[config.mk]
export PLATFORM = sky130hd
export DESIGN_NAME = uart_tx
export DESIGN_NICKNAME = d
export VERILOG_FILES = /design/src/rtl/uart_tx_pkg.sv /design/src/rtl/uart_baud_gen.sv /design/src/rtl/uart_tx.sv
export SDC_FILE = /design/constraint.sdc
export NUM_CORES = 1
export LEC_CHECK = 0
export CORE_MARGIN = 4
export CORE_UTILIZATION = 30
export DETAILED_ROUTE_END_ITERATION = 8
export SLEW_MARGIN = 5
export SYNTH_ARGS = -nofsm -noshare
export SYNTH_HDL_FRONTEND = slang
export SYNTH_SLANG_ARGS = --single-unit
export TNS_END_PERCENT = 20
[constraint.sdc]
create_clock -name clk -period 5 [get_ports clk]
set_clock_uncertainty 0.1 [all_clocks]
set_input_delay 0.5 -clock clk [delete_from_list [all_inputs] [get_ports clk]]
set_output_delay 0.5 -clock clk [all_outputs]
set_load 0.05 [all_outputs]
[src/rtl/uart_tx_pkg.sv]
// Shared UART definitions: transmitter state encodings, default bit timing
// and frame-level line constants. The matching receiver uses them too.
package uart_tx_pkg;

  // 50 MHz system clock divided down to 115200 baud.
  localparam int UART_CLKS_PER_BIT_DEFAULT = 434;
  localparam int UART_DATA_BITS            = 8;

  // Line levels for the frame delimiters; the idle line equals the stop level.
  localparam logic UART_START_BIT = 1'b0;
  localparam logic UART_STOP_BIT  = 1'b1;

  typedef enum logic [2:0] {
    UART_TX_IDLE   = 3'd0,
    UART_TX_START  = 3'd1,
    UART_TX_DATA   = 3'd2,
    UART_TX_PARITY = 3'd3,
    UART_TX_STOP   = 3'd4
  } uart_tx_state_t;

endpackage

[src/rtl/uart_baud_gen.sv]
// Bit-period counter shared by the UART transmitter and receiver.
// Counts 0..CLKS_PER_BIT-1 and flags the last cycle of each bit period.
// CLR_VALUE lets the receiver restart mid-bit (half-bit offset); the
// transmitter restarts from 0.
module uart_baud_gen #(
  parameter int CLKS_PER_BIT = 434,
  parameter int CLR_VALUE    = 0
) (
  input  logic clk,
  input  logic rst,
  input  logic clr,
  output logic bit_end
);

  localparam int CW = (CLKS_PER_BIT > 1) ? $clog2(CLKS_PER_BIT) : 1;
  localparam logic [CW-1:0] LAST_CNT = CW'(CLKS_PER_BIT - 1);
  localparam logic [CW-1:0] CLR_CNT  = CW'(CLR_VALUE);

  logic [CW-1:0] cnt;

  // Free-running bit counter, restarted whenever the owner changes state.
  always_ff @(posedge clk) begin
    if (rst) begin
      cnt <= '0;
    end else if (clr) begin
      cnt <= CLR_CNT;
    end else if (cnt == LAST_CNT) begin
      cnt <= '0;
    end else begin
      cnt <= cnt + 1'b1;
    end
  end

  assign bit_end = (cnt == LAST_CNT);

endmodule

[src/rtl/uart_tx.sv]
// UART transmitter: sends one 8N1 frame per rising edge of uart_transmit and
// reports idle/complete on uart_txd_done for CPU polling.
// Optional build macro UART_TX_PARITY_EN inserts an even-parity bit between
// the data bits and the stop bit (frame becomes 11 bit periods).
// Handshake: uart_transmit is a level request; a frame is accepted only on
// its 0->1 edge while idle. uart_txd_done is 1 whenever a new request would
// be accepted and drops to 0 the cycle after acceptance. Edges seen while
// busy are dropped, not queued.
module uart_tx
  import uart_tx_pkg::*;
#(
  parameter int CLKS_PER_BIT = UART_CLKS_PER_BIT_DEFAULT,
  parameter int DATA_BITS    = UART_DATA_BITS
) (
  input  logic                 clk,
  input  logic                 rst,
  input  logic                 uart_transmit,
  input  logic [DATA_BITS-1:0] uart_txd_data,
  output logic                 uart_txd_done,
  output logic                 uart_txd,
  output logic [2:0]           state_dbg
);

  localparam int BW = $clog2(DATA_BITS);
  localparam logic [BW-1:0] LAST_BIT = BW'(DATA_BITS - 1);

  uart_tx_state_t       state_q, state_d;
  logic [DATA_BITS-1:0] shift_q, shift_d;
  logic [BW-1:0]        bit_cnt_q, bit_cnt_d;
  logic                 txd_q, txd_d;
  logic                 done_q, done_d;
  logic                 trans_q;
  logic                 start;
  logic                 bit_end;
  logic                 baud_clr;
`ifdef UART_TX_PARITY_EN
  logic                 parity_q, parity_d;
`endif

  assign start    = uart_transmit & ~trans_q & (state_q == UART_TX_IDLE);
  assign baud_clr = (state_d != state_q);

  uart_baud_gen #(
    .CLKS_PER_BIT (CLKS_PER_BIT),
    .CLR_VALUE    (0)
  ) u_baud (
    .clk     (clk),
    .rst     (rst),
    .clr     (baud_clr),
    .bit_end (bit_end)
  );

  // State, shifter and registered line/status outputs.
  always_ff @(posedge clk) begin
    if (rst) begin
      state_q   <= UART_TX_IDLE;
      shift_q   <= '0;
      bit_cnt_q <= '0;
      txd_q     <= UART_STOP_BIT;
      done_q    <= 1'b1;
      trans_q   <= 1'b0;
`ifdef UART_TX_PARITY_EN
      parity_q  <= 1'b0;
`endif
    end else begin
      state_q   <= state_d;
      shift_q   <= shift_d;
      bit_cnt_q <= bit_cnt_d;
      txd_q     <= txd_d;
      done_q    <= done_d;
      trans_q   <= uart_transmit;
`ifdef UART_TX_PARITY_EN
      parity_q  <= parity_d;
`endif
    end
  end

  // Next state plus the line level for that state, so uart_txd is registered.
  always_comb begin
    state_d   = state_q;
    shift_d   = shift_q;
    bit_cnt_d = bit_cnt_q;
`ifdef UART_TX_PARITY_EN
    parity_d  = parity_q;
`endif
    case (state_q)
      UART_TX_IDLE: begin
        if (start) begin
          shift_d   = uart_txd_data;
          bit_cnt_d = '0;
`ifdef UART_TX_PARITY_EN
          parity_d  = ^uart_txd_data;
`endif
          state_d   = UART_TX_START;
        end
      end
      UART_TX_START: begin
        if (bit_end) state_d = UART_TX_DATA;
      end
      UART_TX_DATA: begin
        if (bit_end) begin
          shift_d = shift_q >> 1;
          if (bit_cnt_q == LAST_BIT) begin
            bit_cnt_d = '0;
`ifdef UART_TX_PARITY_EN
            state_d   = UART_TX_PARITY;
`else
            state_d   = UART_TX_STOP;
`endif
          end else begin
            bit_cnt_d = bit_cnt_q + 1'b1;
          end
        end
      end
`ifdef UART_TX_PARITY_EN
      UART_TX_PARITY: begin
        if (bit_end) state_d = UART_TX_STOP;
      end
`endif
      UART_TX_STOP: begin
        if (bit_end) state_d = UART_TX_IDLE;
      end
      default: state_d = UART_TX_IDLE;
    endcase

    txd_d = UART_STOP_BIT;
    case (state_d)
      UART_TX_START:  txd_d = UART_START_BIT;
      UART_TX_DATA:   txd_d = shift_d[0];
`ifdef UART_TX_PARITY_EN
      UART_TX_PARITY: txd_d = parity_d;
`endif
      default:        txd_d = UART_STOP_BIT;
    endcase

    done_d = (state_d == UART_TX_IDLE);
  end

  assign uart_txd      = txd_q;
  assign uart_txd_done = done_q;
  assign state_dbg     = state_q;

endmodule

-- Word-level counts from Yosys, hierarchy flattened
Cells that the tools add are included.
- output and inout bits: 5
- memory bits (writable): 0
- bits of input ports: 11
- bits in latches: 0
- register bits: 26
- memories kept: 0
- bits in read-only memories: 0
- word-level logic and storage cells: 42
- eq/ne operators: 10
- reductions and logical operators: 5
- bitwise logic cells: 3
- multiplexer cells: 14
- multiply operators: 0
- div/mod/pow operators: 0
- $lt $le $gt $ge: 0
- add/subtract/negate cells: 2
- shift operators: 0
- operator list (operator ; count):
    two-way mux 3 bit ; 8
    two-way mux 8 bit ; 2
    case mux 8 bit (2 select lines) ; 1
    case mux 3 bit (4 select lines) ; 1
    adder 9 x 1 -> 9 bit, second input constant ; 1
    == test 9 bit, second input constant ; 1
    == test 3 x 1 -> 1 bit, second input constant ; 2
    == test 3 x 2 -> 1 bit, second input constant ; 2
    == test 3 bit, second input constant ; 2
    logical NOT 3 bit ; 2
    case mux 3 bit (2 select lines) ; 1
    != test 2 bit, second input constant ; 2
    adder 3 x 1 -> 3 bit, second input constant ; 1
    != test 3 bit ; 1
    AND reduction 3 bit ; 1
    OR reduction 3 bit ; 1
    bitwise AND 1 bit ; 2
    case mux 1 bit (2 select lines) ; 1
    nonzero test 2 bit ; 1
    inverter 1 bit ; 1

-- Depth between registers and ports, before layout
- depth after elaboration: 7
- mapped depth: 9

-- Modules after synthesis
Synthesis repeated with hierarchy kept, for this count alone.
- cell total of the unflattened synthesis: 138
- area, all modules: 1229.9 um^2
- by module, submodules not included (module ; area each (um^2) ; cells an instance ; times used):
    uart_tx ; 783.3 ; 89 ; 1
    uart_baud_gen ; 446.7 ; 49 ; 1

-- Worst setup path after synthesis
Ideal clock, no wire load.
- path type: flip-flop to flip-flop
- start: register state_q[2], in the netlist state_dbg[2]
- end: register u_baud.cnt[7]
- library setup time: 66 ps
- arrival: 1940 ps
- cell stages (with the launch flop): 7
- setup slack: 2894 ps
- cells stage by stage: dfxtp_1 > nor2_1 > and3_1 > buf_2 > or4_1 > buf_2 > a21oi_2
- word-level cells in the longest chain between the ends: 6
- elaborated cells between the ends (all ways): 13
- those cells by class: 4 x eq/ne; 6 x mux; 1 x bitwise; 2 x reduce/logical
- RTL lines (what ; RTL line ; RTL):
    start: declaration ; uart_tx.sv:27 ; uart_tx_state_t state_q, state_d;
    start signal: assignment ; uart_tx.sv:66 ; state_q <= state_d;
    logical NOT 3 bit ; uart_tx.sv:40, uart_tx.sv:86 ;
    bitwise AND 1 bit ; uart_tx.sv:40 ; assign start = uart_transmit & ~trans_q & (state_q == UART_TX_IDLE);
    two-way mux 3 bit ; uart_tx.sv:88 ; if (start) begin
    case mux 3 bit (4 select lines) ; uart_tx.sv:86 ; case (state_q)
    != test 3 bit (*) ; uart_tx.sv:41 ; assign baud_clr = (state_d != state_q);
    OR reduction 3 bit (no line) (*) ; n/a ;
    end signal: assignment ; uart_baud_gen.sv:30 ; cnt <= cnt + 1'b1;
    end: declaration ; uart_baud_gen.sv:19 ; logic [CW-1:0] cnt;
Mark *: on every way between the ends. The rest lies on a longest branch, timed or not.
A chain may end at the register's enable or synchronous reset.

-- Worst setup path in the final report
- start: register state_q[0], in the netlist state_dbg[0]
- end: output port state_dbg[0]
- RTL lines (what ; RTL line ; RTL):
    end: declaration ; uart_tx.sv:21 ; output logic [2:0] state_dbg
No word-level cell between the ends.

==> flow_metrics.tcl <==
set metrics [dict create \
    outcome "finished, final reports clean" \
    worst_pin_slew_ps 625 \
    slowest_stage "clkdlybuf4s50_1" \
    clockRootBuffer "clkbuf_8" \
    vias 898 \
    finalNetCount 155 \
    reg2reg_slack_ps 2760 \
    drtIter0Drc 77 \
    wl_per_cell_um 11.5 \
    worstHoldStart "shift_q[5]" \
    layout_min_cycle_time_ps 2270 \
    synth_cells 128 \
    place_congestion 0.779 \
    fin_tns_setup_ps 0 \
    fp.dieH_um 69.8 \
    ys.warnings.count 0 \
    grt_use_total_pct 9.51 \
    crit_family "buffers and inverters" \
    path_max_fanout 9 \
    peakVddDrop_mv 0.199 \
    cpPeakStageDelay_ps 880 \
    cap_violations 0 \
    min_to "shift_q[5]" \
    nFillCells 371 \
    leakagePower_nw 0.499 \
    worstSetupPathType "reg -> out" \
    drcViolationCount 0 \
    period_share_pct 45.3 \
    clockBufferDepth 2 \
    io_buffer_count 15 \
    clock_sinks 26 \
    die_w_um 69.8 \
    cp.depth 1 \
    setup-violations-final 0 \
    hold_class "reg -> reg" \
    ys_seq_area_share_pct 45.5 \
    regArea_um2 520 \
    die_area_mm2 0.00487 \
    core_mm2 0.00366 \
    clock.fmax_mhz 441 \
    start_util_pct 31.3 \
    worstPathArrival_ps 1670 \
    first_pass_iters 4 \
    hold_buffers 0 \
    tritoncts "yes" \
    drt-total-wl_um 2140 \
    required_ps 4400 \
    rsz0062_at_grt "no" \
    synth_fp_nets 143 \
    clk_pin_slew_worst_paths_ps 90 \
    hpwl_um 1590 \
    cp_cell_sequence "clkdlybuf4s50_1" \
    grt_max_degree 19 \
    finalMaxSlewViolations 0 \
    clk_latency_ps 270 \
    endpoint_kind "output port" \
    grt_pass1_vias 856 \
    r2r-start "state_dbg[2]" \
    synth-edff-count 0 \
    synthArstFlopShare_pct 0 \
    ys.flop_type "dfxtp_1" \
    antenna_found_initial 0 \
    multi_input_area_um2 564 \
    whs_path_depth 2 \
    syn_area_mm2 0.00114 \
    numCtsBuffers 3 \
    htree_levels 1 \
    power_density_mw_per_mm2 314 \
    grt_pass1_wl_um 3880 \
    synth.distinct_cells 33 \
    utilization_pct 37.6 \
    slew_headroom_pct 58.2 \
    io_pins 16 \
    via_per_inst 4.80 \
    r2r_cells 5 \
    cp_num_buf_inv 1 \
    syn_avg_cell_area_um2 8.94 \
    cts_resized 0 \
    yosys_register_bits 26 \
    n_antenna_cell 0 \
    num_rows 22 \
    hold_violations 0 \
    flow.area_growth_from_synthesis_pct 20.3 \
    r2r_end "bit_cnt_q[0]" \
    cp-start-kind "flop" \
    drive_gt1_share_pct 5.76 \
    post-cts-setup-buffers 0 \
    ant_nets 0 \
    overflow 0 \
]
-- metal layers --
metal | GRT usage [%] | wire, um
met2 | 15.2 | 1000
met4 | 1.28 | 13
met3 | 3.91 | 99
met5 | 0 | 0
met1 | 12.3 | 1030
-- sequential cells by signal, indices dropped and copies added, names as in the netlist --
name           cells
bit_cnt_q          3
shift_q            8
state_dbg          3
trans_q            1
u_baud.cnt         9
uart_txd           1
uart_txd_done      1
-- per-stage QoR --
| step | setup slack, ps | power [mW] | std cells | cell area (um2) | hold slack (ps) |
|---|---|---|---|---|---|
| 6_report | 2730 | 0.433 | 187 | 1380 | 362 |
| 3_3_place_gp | 2570 | 0.269 | 183 | 1310 | 343 |
| 3_5_place_dp | 2520 | 0.270 | 183 | 1310 | 350 |
| 4_1_cts | 2720 | 0.438 | 187 | 1380 | 363 |
| 5_1_grt | 2550 | 0.453 | 187 | 1380 | 388 |
| 2_1_floorplan | 2890 | 0.255 | 128 | 1140 | 330 |
-- worst max path at each step --
| stage | start | end |
|---|---|---|
| 2_1_floorplan | state_dbg[2] | u_baud.cnt[7] |
| 3_3_place_gp | uart_transmit | bit_cnt_q[0] |
| 3_5_place_dp | uart_transmit | bit_cnt_q[0] |
| 4_1_cts | state_dbg[0] | state_dbg[0] |
| 5_1_grt | state_dbg[2] | bit_cnt_q[0] |
| 6_report | state_dbg[0] | state_dbg[0] |
-- worst min-delay path, cell delays in order, from the launching register on --
cell	delay [ps]
dfxtp_1	320
nand2_1	50
a21oi_1	50
-- cells in the mapped netlist (all sizes together) (2+ instances only) --
library cell | count | share of area [%]
nor2b | 3 | 1.6
and3 | 3 | 1.6
nand2 | 13 | 4.3
nand3 | 5 | 2.2
dfxtp | 26 | 45
buf | 5 | 3.3
xor2 | 3 | 2.3
a22oi | 9 | 5.9
inv | 3 | 0.98
xnor2 | 3 | 2.3
ha | 4 | 4.4
nor3b | 2 | 2.3
clkbuf | 3 | 0.98
o211ai | 2 | 1.3
a21oi | 12 | 5.6
nor2 | 19 | 6.4
-- where the power goes --
| group | leakage (nW) | total, mW | internal, mW | switching (mW) |
|---|---|---|---|---|
| logic | 0.252 | 0.0432 | 0.0187 | 0.0245 |
| registers | 0.212 | 0.221 | 0.215 | 0.00578 |
| clock network | 0.0357 | 0.168 | 0.107 | 0.0615 |
| total | 0.499 | 0.433 | 0.341 | 0.0918 |
-- layout make-up --
type	count	area share, %
Tap cell	48	4.36
Clock buffer	3	3.00
Sequential cell	26	37.8
Timing Repair Buffer	15	10.9
Inverter	3	0.817
Clock inverter	1	2.18
Multi-Input combinational cell	91	41.0
-- placed cells by master (no fill, tap or decap), types with 2 or more instances in the layout --
cell,count
dfxtp_1,26
nor2_1,18
clkdlybuf4s50_1,15
nand2_1,13
a21oi_1,11
a22oi_1,9
nand3_1,5
ha_1,4
inv_1,3
and3_1,3
xnor2_1,3
xor2_1,3
nor2b_1,3
clkbuf_8,3
o211ai_1,2
-- cell families after synthesis --
family / Yosys count / share of synthesized area (%)
AOI/OAI and AO/OA: 29 / 16.5
xor gates and xnor gates: 6 / 4.59
adders and majority gates: 4 / 4.37
buffers and inverters: 11 / 5.25
DFF: 26 / 45.5
and+or+nand+nor: 52 / 23.8
(Power assumes the default switching activity.)
